## config.mk

```make
export PLATFORM = sky130hd
export DESIGN_NAME = apb_master_arbiter
export DESIGN_NICKNAME = d
export VERILOG_FILES = /design/src/rtl/apb_master_arbiter.sv
export SDC_FILE = /design/constraint.sdc
export NUM_CORES = 1
export LEC_CHECK = 0
export ABC_AREA = 1
export CAP_MARGIN = 10
export CORE_MARGIN = 2
export CORE_UTILIZATION = 40
export DETAILED_ROUTE_END_ITERATION = 7
export HOLD_SLACK_MARGIN = 0.05
export PLACE_DENSITY = 0.78
export RECOVER_POWER = 100
export SYNTH_ARGS = -nofsm -noshare
export SYNTH_HDL_FRONTEND = slang
export SYNTH_SLANG_ARGS = --single-unit
```

## constraint.sdc

```tcl
create_clock -name PCLK -period 1.6 [get_ports PCLK]
set_input_delay 0.16 -clock PCLK [delete_from_list [all_inputs] [get_ports PCLK]]
set_output_delay 0.16 -clock PCLK [all_outputs]
set_load 0.01 [all_outputs]
```

## src/rtl/apb_master_arbiter.sv

```systemverilog
// rtl/apb_master_arbiter.sv - round-robin APB master sharing one APB bus between NUM_REQ requesters
// Optional feature macro: APB_TIMEOUT_EN (bounds ACCESS-phase wait states to TIMEOUT cycles)
module apb_master_arbiter #(
  parameter int NUM_REQ = 2,
  parameter int ADDR_W  = 32,
  parameter int DATA_W  = 32,
  parameter int TIMEOUT = 16
) (
  input  logic                                           PCLK,
  input  logic                                           PRESETn,
  input  logic [NUM_REQ-1:0]                             req_valid,
  output logic [NUM_REQ-1:0]                             req_ready,
  input  logic [NUM_REQ-1:0]                             req_write,
  input  logic [NUM_REQ*ADDR_W-1:0]                      req_addr,
  input  logic [NUM_REQ*DATA_W-1:0]                      req_wdata,
  output logic                                           rsp_valid,
  output logic [((NUM_REQ > 1) ? $clog2(NUM_REQ) : 1)-1:0] rsp_id,
  output logic [DATA_W-1:0]                              rsp_rdata,
  output logic                                           rsp_err,
  output logic [ADDR_W-1:0]                              PADDR,
  output logic                                           PSELx,
  output logic                                           PENABLE,
  output logic                                           PWRITE,
  output logic [DATA_W-1:0]                              PWDATA,
  input  logic                                           PREADY,
  input  logic [DATA_W-1:0]                              PRDATA,
  input  logic                                           PSLVERR
);
  localparam int ID_W = (NUM_REQ > 1) ? $clog2(NUM_REQ) : 1;

  typedef enum logic [1:0] {IDLE, SETUP, ACCESS} state_t;

  state_t                  state, state_nxt;
  logic [ID_W-1:0]         grant, grant_nxt;
  logic [ID_W-1:0]         last_grant, last_grant_nxt;
  logic [ID_W-1:0]         pick;
  logic                    pick_found;
  int                      cand;
  logic [NUM_REQ*ADDR_W-1:0] addr_sh;
  logic [NUM_REQ*DATA_W-1:0] wdata_sh;

  logic [NUM_REQ-1:0]      req_ready_nxt;
  logic                    rsp_valid_nxt, rsp_err_nxt;
  logic [ID_W-1:0]         rsp_id_nxt;
  logic [DATA_W-1:0]       rsp_rdata_nxt, pwdata_nxt;
  logic [ADDR_W-1:0]       paddr_nxt;
  logic                    psel_nxt, penable_nxt, pwrite_nxt;
  logic                    done, done_err;
  logic [DATA_W-1:0]       done_rdata;
`ifdef APB_TIMEOUT_EN
  logic [7:0]              wait_cnt, wait_cnt_nxt;
`endif

  // Round-robin pick: first active requester searching upward from last_grant+1, wrapping.
  always_comb begin
    pick_found = 1'b0;
    pick       = '0;
    cand       = 0;
    for (int k = 1; k <= NUM_REQ; k++) begin
      cand = (int'(last_grant) + k) % NUM_REQ;
      if (!pick_found && req_valid[cand[ID_W-1:0]]) begin
        pick_found = 1'b1;
        pick       = cand[ID_W-1:0];
      end
    end
  end

  // Steer the picked requester's address and write data down to bit 0.
  always_comb begin
    addr_sh  = req_addr >> (int'(pick) * ADDR_W);
    wdata_sh = req_wdata >> (int'(pick) * DATA_W);
  end

  // Next-state and next-output logic; every output is registered below.
  always_comb begin
    state_nxt      = state;
    grant_nxt      = grant;
    last_grant_nxt = last_grant;
    req_ready_nxt  = '0;
    rsp_valid_nxt  = 1'b0;
    rsp_id_nxt     = rsp_id;
    rsp_rdata_nxt  = rsp_rdata;
    rsp_err_nxt    = rsp_err;
    paddr_nxt      = PADDR;
    pwdata_nxt     = PWDATA;
    pwrite_nxt     = PWRITE;
    psel_nxt       = PSELx;
    penable_nxt    = PENABLE;
    done           = 1'b0;
    done_err       = 1'b0;
    done_rdata     = '0;
`ifdef APB_TIMEOUT_EN
    wait_cnt_nxt   = wait_cnt;
`endif
    case (state)
      IDLE: begin
        if (pick_found) begin
          grant_nxt            = pick;
          req_ready_nxt[pick]  = 1'b1;
          paddr_nxt            = addr_sh[ADDR_W-1:0];
          pwdata_nxt           = wdata_sh[DATA_W-1:0];
          pwrite_nxt           = req_write[pick];
          psel_nxt             = 1'b1;
          penable_nxt          = 1'b0;
          state_nxt            = SETUP;
        end
      end
      SETUP: begin
        penable_nxt = 1'b1;
        state_nxt   = ACCESS;
`ifdef APB_TIMEOUT_EN
        wait_cnt_nxt = '0;
`endif
      end
      ACCESS: begin
        if (PREADY) begin
          done       = 1'b1;
          done_err   = PSLVERR;
          done_rdata = PWRITE ? '0 : PRDATA;
        end
`ifdef APB_TIMEOUT_EN
        else if (wait_cnt == 8'(TIMEOUT - 1)) begin
          done     = 1'b1;
          done_err = 1'b1;
        end else begin
          wait_cnt_nxt = wait_cnt + 8'd1;
        end
`endif
        if (done) begin
          psel_nxt       = 1'b0;
          penable_nxt    = 1'b0;
          rsp_valid_nxt  = 1'b1;
          rsp_id_nxt     = grant;
          rsp_rdata_nxt  = done_rdata;
          rsp_err_nxt    = done_err;
          last_grant_nxt = grant;
          state_nxt      = IDLE;
        end
      end
      default: state_nxt = IDLE;
    endcase
  end

  // State and output registers; reset aborts any transfer and favours requester 0.
  always_ff @(posedge PCLK or negedge PRESETn) begin
    if (!PRESETn) begin
      state      <= IDLE;
      grant      <= '0;
      last_grant <= ID_W'(NUM_REQ - 1);
      req_ready  <= '0;
      rsp_valid  <= 1'b0;
      rsp_id     <= '0;
      rsp_rdata  <= '0;
      rsp_err    <= 1'b0;
      PADDR      <= '0;
      PWDATA     <= '0;
      PWRITE     <= 1'b0;
      PSELx      <= 1'b0;
      PENABLE    <= 1'b0;
`ifdef APB_TIMEOUT_EN
      wait_cnt   <= '0;
`endif
    end else begin
      state      <= state_nxt;
      grant      <= grant_nxt;
      last_grant <= last_grant_nxt;
      req_ready  <= req_ready_nxt;
      rsp_valid  <= rsp_valid_nxt;
      rsp_id     <= rsp_id_nxt;
      rsp_rdata  <= rsp_rdata_nxt;
      rsp_err    <= rsp_err_nxt;
      PADDR      <= paddr_nxt;
      PWDATA     <= pwdata_nxt;
      PWRITE     <= pwrite_nxt;
      PSELx      <= psel_nxt;
      PENABLE    <= penable_nxt;
`ifdef APB_TIMEOUT_EN
      wait_cnt   <= wait_cnt_nxt;
`endif
    end
  end
endmodule

```

Yosys cells after proc, flatten, opt, wreduce, memory -nomap -nowiden
Cells that the tools add are included. W data, S select, Z words.

Bits in registers: 108.

Shift-type cells: 2. Order comparisons: 4. Add/subtract/negate cells: 2. Reduce and logical (&&, ||, !) cells: 11. Equal/unequal tests: 4. Muxes and demuxes: 29.

Operators by type and width (count): $shr A64 B6 Y32 (2); $mux W32 (2); $mux W1 (19); $mux W2 (4); $lt A1 B2 Y1 const B (3); $pmux W2 S3 (1); $reduce_and A2 Y1 (3); $reduce_and A3 Y1 (2); $ne A2 B2 Y1 const B (2); $pmux W1 S3 (1); $reduce_bool A3 Y1 (1); $add A1 B1 Y1 const B (2); $eq A2 B1 Y1 const B (1); $eq A2 B2 Y1 const B (1); $logic_and A1 B1 Y1 (2); $logic_not A2 Y1 (1); $pmux W1 S2 (1); $reduce_bool A2 Y1 (1); $demux W1 S1 (1); $ge A1 B1 Y1 const B (1); $logic_not A1 Y1 (1).

Logic depth before layout (Yosys ltp)
Word-level depth: 13. Mapped depth: 8. Depth with buffers taken out: 6.

Worst setup path after synthesis
No wires, ideal clock.

Path kind: register to register. From: reg last_grant. To: reg PADDR[22]. Stages on the path, launching flop included: 8. Data arrival time: 1.178 ns. Setup slack: 0.305 ns. Cell sequence: dfstp_2 > nand2_1 > nand2_1 > buf_2 > buf_2 > nand2_1 > nand3_1 > nand2_1.

Cells in the longest elaborated chain, start to end: 8.

Ends and longest elaborated chain: start: declaration (line 35) `logic [ID_W-1:0] last_grant, last_grant_nxt;`; start signal: assignment (line 149) `last_grant <= ID_W'(NUM_REQ - 1);`; start signal: assignment (line 166) `last_grant <= last_grant_nxt;`; $add A1 B1 Y1 (line 60) `cand = (int'(last_grant) + k) % NUM_REQ;`; $mux W1 (implied by the code) (2 in series) (line 61) `if (!pick_found && req_valid[cand[ID_W-1:0]]) begin`; $mux W1 (line 61); $logic_not A1 Y1 (line 61); $logic_and A1 B1 Y1 (line 61); $mux W1 (line 61); $shr A64 B6 Y32 or $reduce_and A2 Y1 (tied branches); end signal: assignment (line 172) `PADDR <= paddr_nxt;`; end: declaration (line 20) `output logic [ADDR_W-1:0] PADDR,`.

Parallel ways exist; a longest one is shown, timed or not. The select of a mux whose other input is x is not followed. A chain may end at the register's enable or synchronous reset.

Worst setup path in the final report
From: reg PADDR[5]. To: out PADDR[5].

No word-level cell between the ends.

==> key figures <==
Run status
  • Status: complete, no violations

Route
  • DR iter-0 viols: 230
  • Total Wirelength: 15.4 mm
  • Detailed-route via count: 5107
  • DRC: 0
  • Pre-Repair DR Iteration Count: 4
  • Vias/cell: 4.63
  • Wirelength per Cell: 14.0 um
  • Antenna Nets Post-Route: 0

Layout
  • Fill cells: 1107
  • Ratio of cells with drive above 1 in the final layout: 4.09%
  • Total Nets Final: 1093
  • Area of the multi-input gates: 2060 um2
  • Area growth syn-to-layout: 63.4%
  • Reg area: 2700 um2
  • Diode count: 0

Global route
  • Largest net degree at the start of global routing: 70
  • Congestion Overflow GR: 0
  • Initial antenna violation count: 0
  • First-pass GRT wire length: 24.0 mm
  • All-Layer GR Usage: 22.6%
  • Vias in the first global route: 4884

Critical path
  • CP Class: reg -> out
  • CP max stage delay: 0.63 ns
  • Cell family with the largest share of critical-path delay: buffers and inverters
  • Kind of end point of the critical path: output pin
  • Slowest stage cell on the critical path: dlygate4sd3_1
  • CP bufs+invs: 1
  • Worst-path cell chain: dlygate4sd3_1
  • Startpoint Class: flop
  • Data arrival time of the worst path: 1.35 ns
  • CP Max Fanout: 2
  • Worst endpoint required time: 1.44 ns

Synth
  • Synth Area in Compound Gates: 3.35%
  • Synth unique cells: 17
  • Register area share after synthesis: 53.2%
  • Post-Synth Adder-Cell Area: 0%
  • Seq cells post-synth: 108
  • Yosys warnings: 0
  • Cells after Synth: 671
  • Synth Area in Simple Gates: 36.9%
  • Synthesized Nets: 839
  • Mapped Area: 5080 um2
  • Syn avg cell area: 7.57 um2
  • Xor/xnor share of the synthesized area: 0%
  • Multiplexer share of the synthesized area: 0%
  • Largest family of logic cells by synthesized area: simple AND/OR/NAND/NOR gates

Clock network
  • PostCTS Resize Cnt: 0
  • CTS H-tree depth: 3
  • CTS Buf Count: 9
  • Clk buf depth: 2
  • Worst skew pair latency: 0.34 ns
  • Root buffer cell: clkbuf_16
  • CTS tree: built
  • Postcts setup bufs: 0
  • Clock Pin Slew Worst Setup and Hold Paths: 0.08 ns
  • TritonCTS Sinks: 108

Timing
  • Period utilisation layout: 94.5%
  • Clock skew: 0.00928 ns
  • Final Hold Viols: 0
  • Fmax: 661 MHz
  • Slew HR: 43.3%
  • Worst Tran Pin Value: 0.851 ns
  • Hold WS: 0.228 ns
  • Final Setup Violations: 0
  • Final WS setup: 0.0879 ns
  • Total negative setup slack: 0 ns
  • Slew Limit Fails: 0
  • RSZ-0062 raised after global routing: no
  • Fin crit period: 1.51 ns

Place
  • Place WS: 0.120 ns
  • Gpl congestion: 0.768
  • Hpwl dp: 11.0 mm
  • Port bufs: 271

Min path
  • Worst hold path type: in -> async

Pwr
  • Peak supply drop: 0.811 mV
  • P per Cell Area: 1620 nW/um2
  • Lkg Pwr: 4.22 nW

Floorplan
  • Initial Util: 40.6%
  • Die area: 13600 um2
  • I/O Pins: 272
  • Core area: 12500 um2
  • Core Rows: 41
  • Die width: 117 um
  • Die Span Y: 117 um

Flow run
  • MaxCap Viol Count: 0
## cells by family (layout without fill, tap and decap cells)
family	after synthesis	count (layout)
flip-flops	108	108
AO/OA/AOI/OAI	34	34
AND/OR/NAND/NOR	456	456
buffers and inverters	73	332
## per-stage QoR
stage / total power [mW] / cells / utilization [%] / area [um2]
2_1_floorplan: 7.79 / 671 / - / 5080
3_5_place_dp: 11.7 / 1085 / 64.1 / 8020
4_1_cts: 14.1 / 1102 / 66.6 / 8340
3_3_place_gp: 11.6 / 1085 / 64.1 / 8020
6_report: 13.4 / 1102 / 66.3 / 8300
5_1_grt: 14.4 / 1102 / 66.3 / 8300
## worst paths after layout
| path | end | from | cells after the start | slack, ns |
|---|---|---|---|---|
| max in group asynchronous | PADDR[5]$_DFFE_PN0P_ | PRESETn | 3 | 0.28 |
| hold / removal | PWDATA[7]$_DFFE_PN0P_ | PRESETn | 2 | 0.23 |
| setup / recovery | PADDR[5] | PADDR[5]$_DFFE_PN0P_ | 1 | 0.09 |
| min in group PCLK | PWDATA[3]$_DFFE_PN0P_ | req_valid[1] | 5 | 0.31 |
| setup reg to reg | PWDATA[8]$_DFFE_PN0P_ | state[0]$_DFFE_PN0P_ | 7 | 0.20 |
| hold reg to reg | grant$_DFFE_PN0P_ | grant$_DFFE_PN0P_ | 2 | 0.47 |
## cell usage after synthesis
| cell | n | share of area [%] |
|---|---|---|
| inv_2 | 1 | 0.074 |
| nor3_1 | 1 | 0.098 |
| dfrtp_1 | 107 | 53 |
| nand3b_1 | 21 | 3.1 |
| buf_1 | 2 | 0.15 |
| nand2_1 | 364 | 27 |
| inv_1 | 27 | 2.0 |
| clkbuf_1 | 16 | 1.2 |
| buf_2 | 21 | 2.1 |
| buf_6 | 2 | 0.44 |
| dfstp_2 | 1 | 0.52 |
| nor2_2 | 1 | 0.12 |
| a21oi_1 | 1 | 0.098 |
| buf_4 | 4 | 0.59 |
| o21ai_0 | 33 | 3.3 |
| nor2_1 | 3 | 0.22 |
| nand3_1 | 66 | 6.5 |
## metal layers
layer  GRT usage [%]  routed length [um]
met3            6.18                1310
met2            38.4                7380
met4            8.71                 303
met1            27.4                6420
met5               0                   0
## what timing repair did
item                                   CTS  global route
endpoints found under the hold margin  107             0
setup endpoints to repair                0             0
hold buffers                             1             0
## cells in the final DEF (no fill, tap or decap)
cell             Yosys  layout
clkinvlp_4           0       1
bufinv_16            0       1
buf_12               0       7
nor3_1               1       1
dfrtp_1            107     107
nand3_1             66      66
clkbuf_2             0       2
nand3b_1            21      21
clkbuf_16            0       9
clkinv_4             0       1
dlygate4sd3_1        0      96
a21oi_1              1       1
clkdlybuf4s50_1      0     174
nor2_4               0       1
nor2_1               3       3
nand2_1            364     362
clkbuf_4             0       1
o21ai_0             33      33
dfstp_2              1       1
inv_6                0       4
nand2_2              0       2
buf_2               21       2
inv_1               27      28
buf_4                4       6
## report_power, final
group	switching [mW]	internal (mW)
sequential	0.659	4.04
combinational	3.33	3.11
clock	1.05	1.24
## state kept, by name, indices dropped and copies added, names as in the netlist
name and count:
PADDR 32, PENABLE 1, PSELx 1, PWDATA 32, PWRITE 1, grant 1, last_grant 1, req_ready 2
rsp_err 1, rsp_id 1, rsp_rdata 32, rsp_valid 1, state 2
## cell type report
class                           count  area share, %
Tap cell                          172           2.59
Sequential cell                   108           32.6
Clock buffer                        9           2.71
Inverter                           28           1.27
Multi-Input combinational cell    490           24.8
Timing Repair Buffer              288           35.1
Clock inverter                      7          0.980
(Power assumes the default switching activity.)
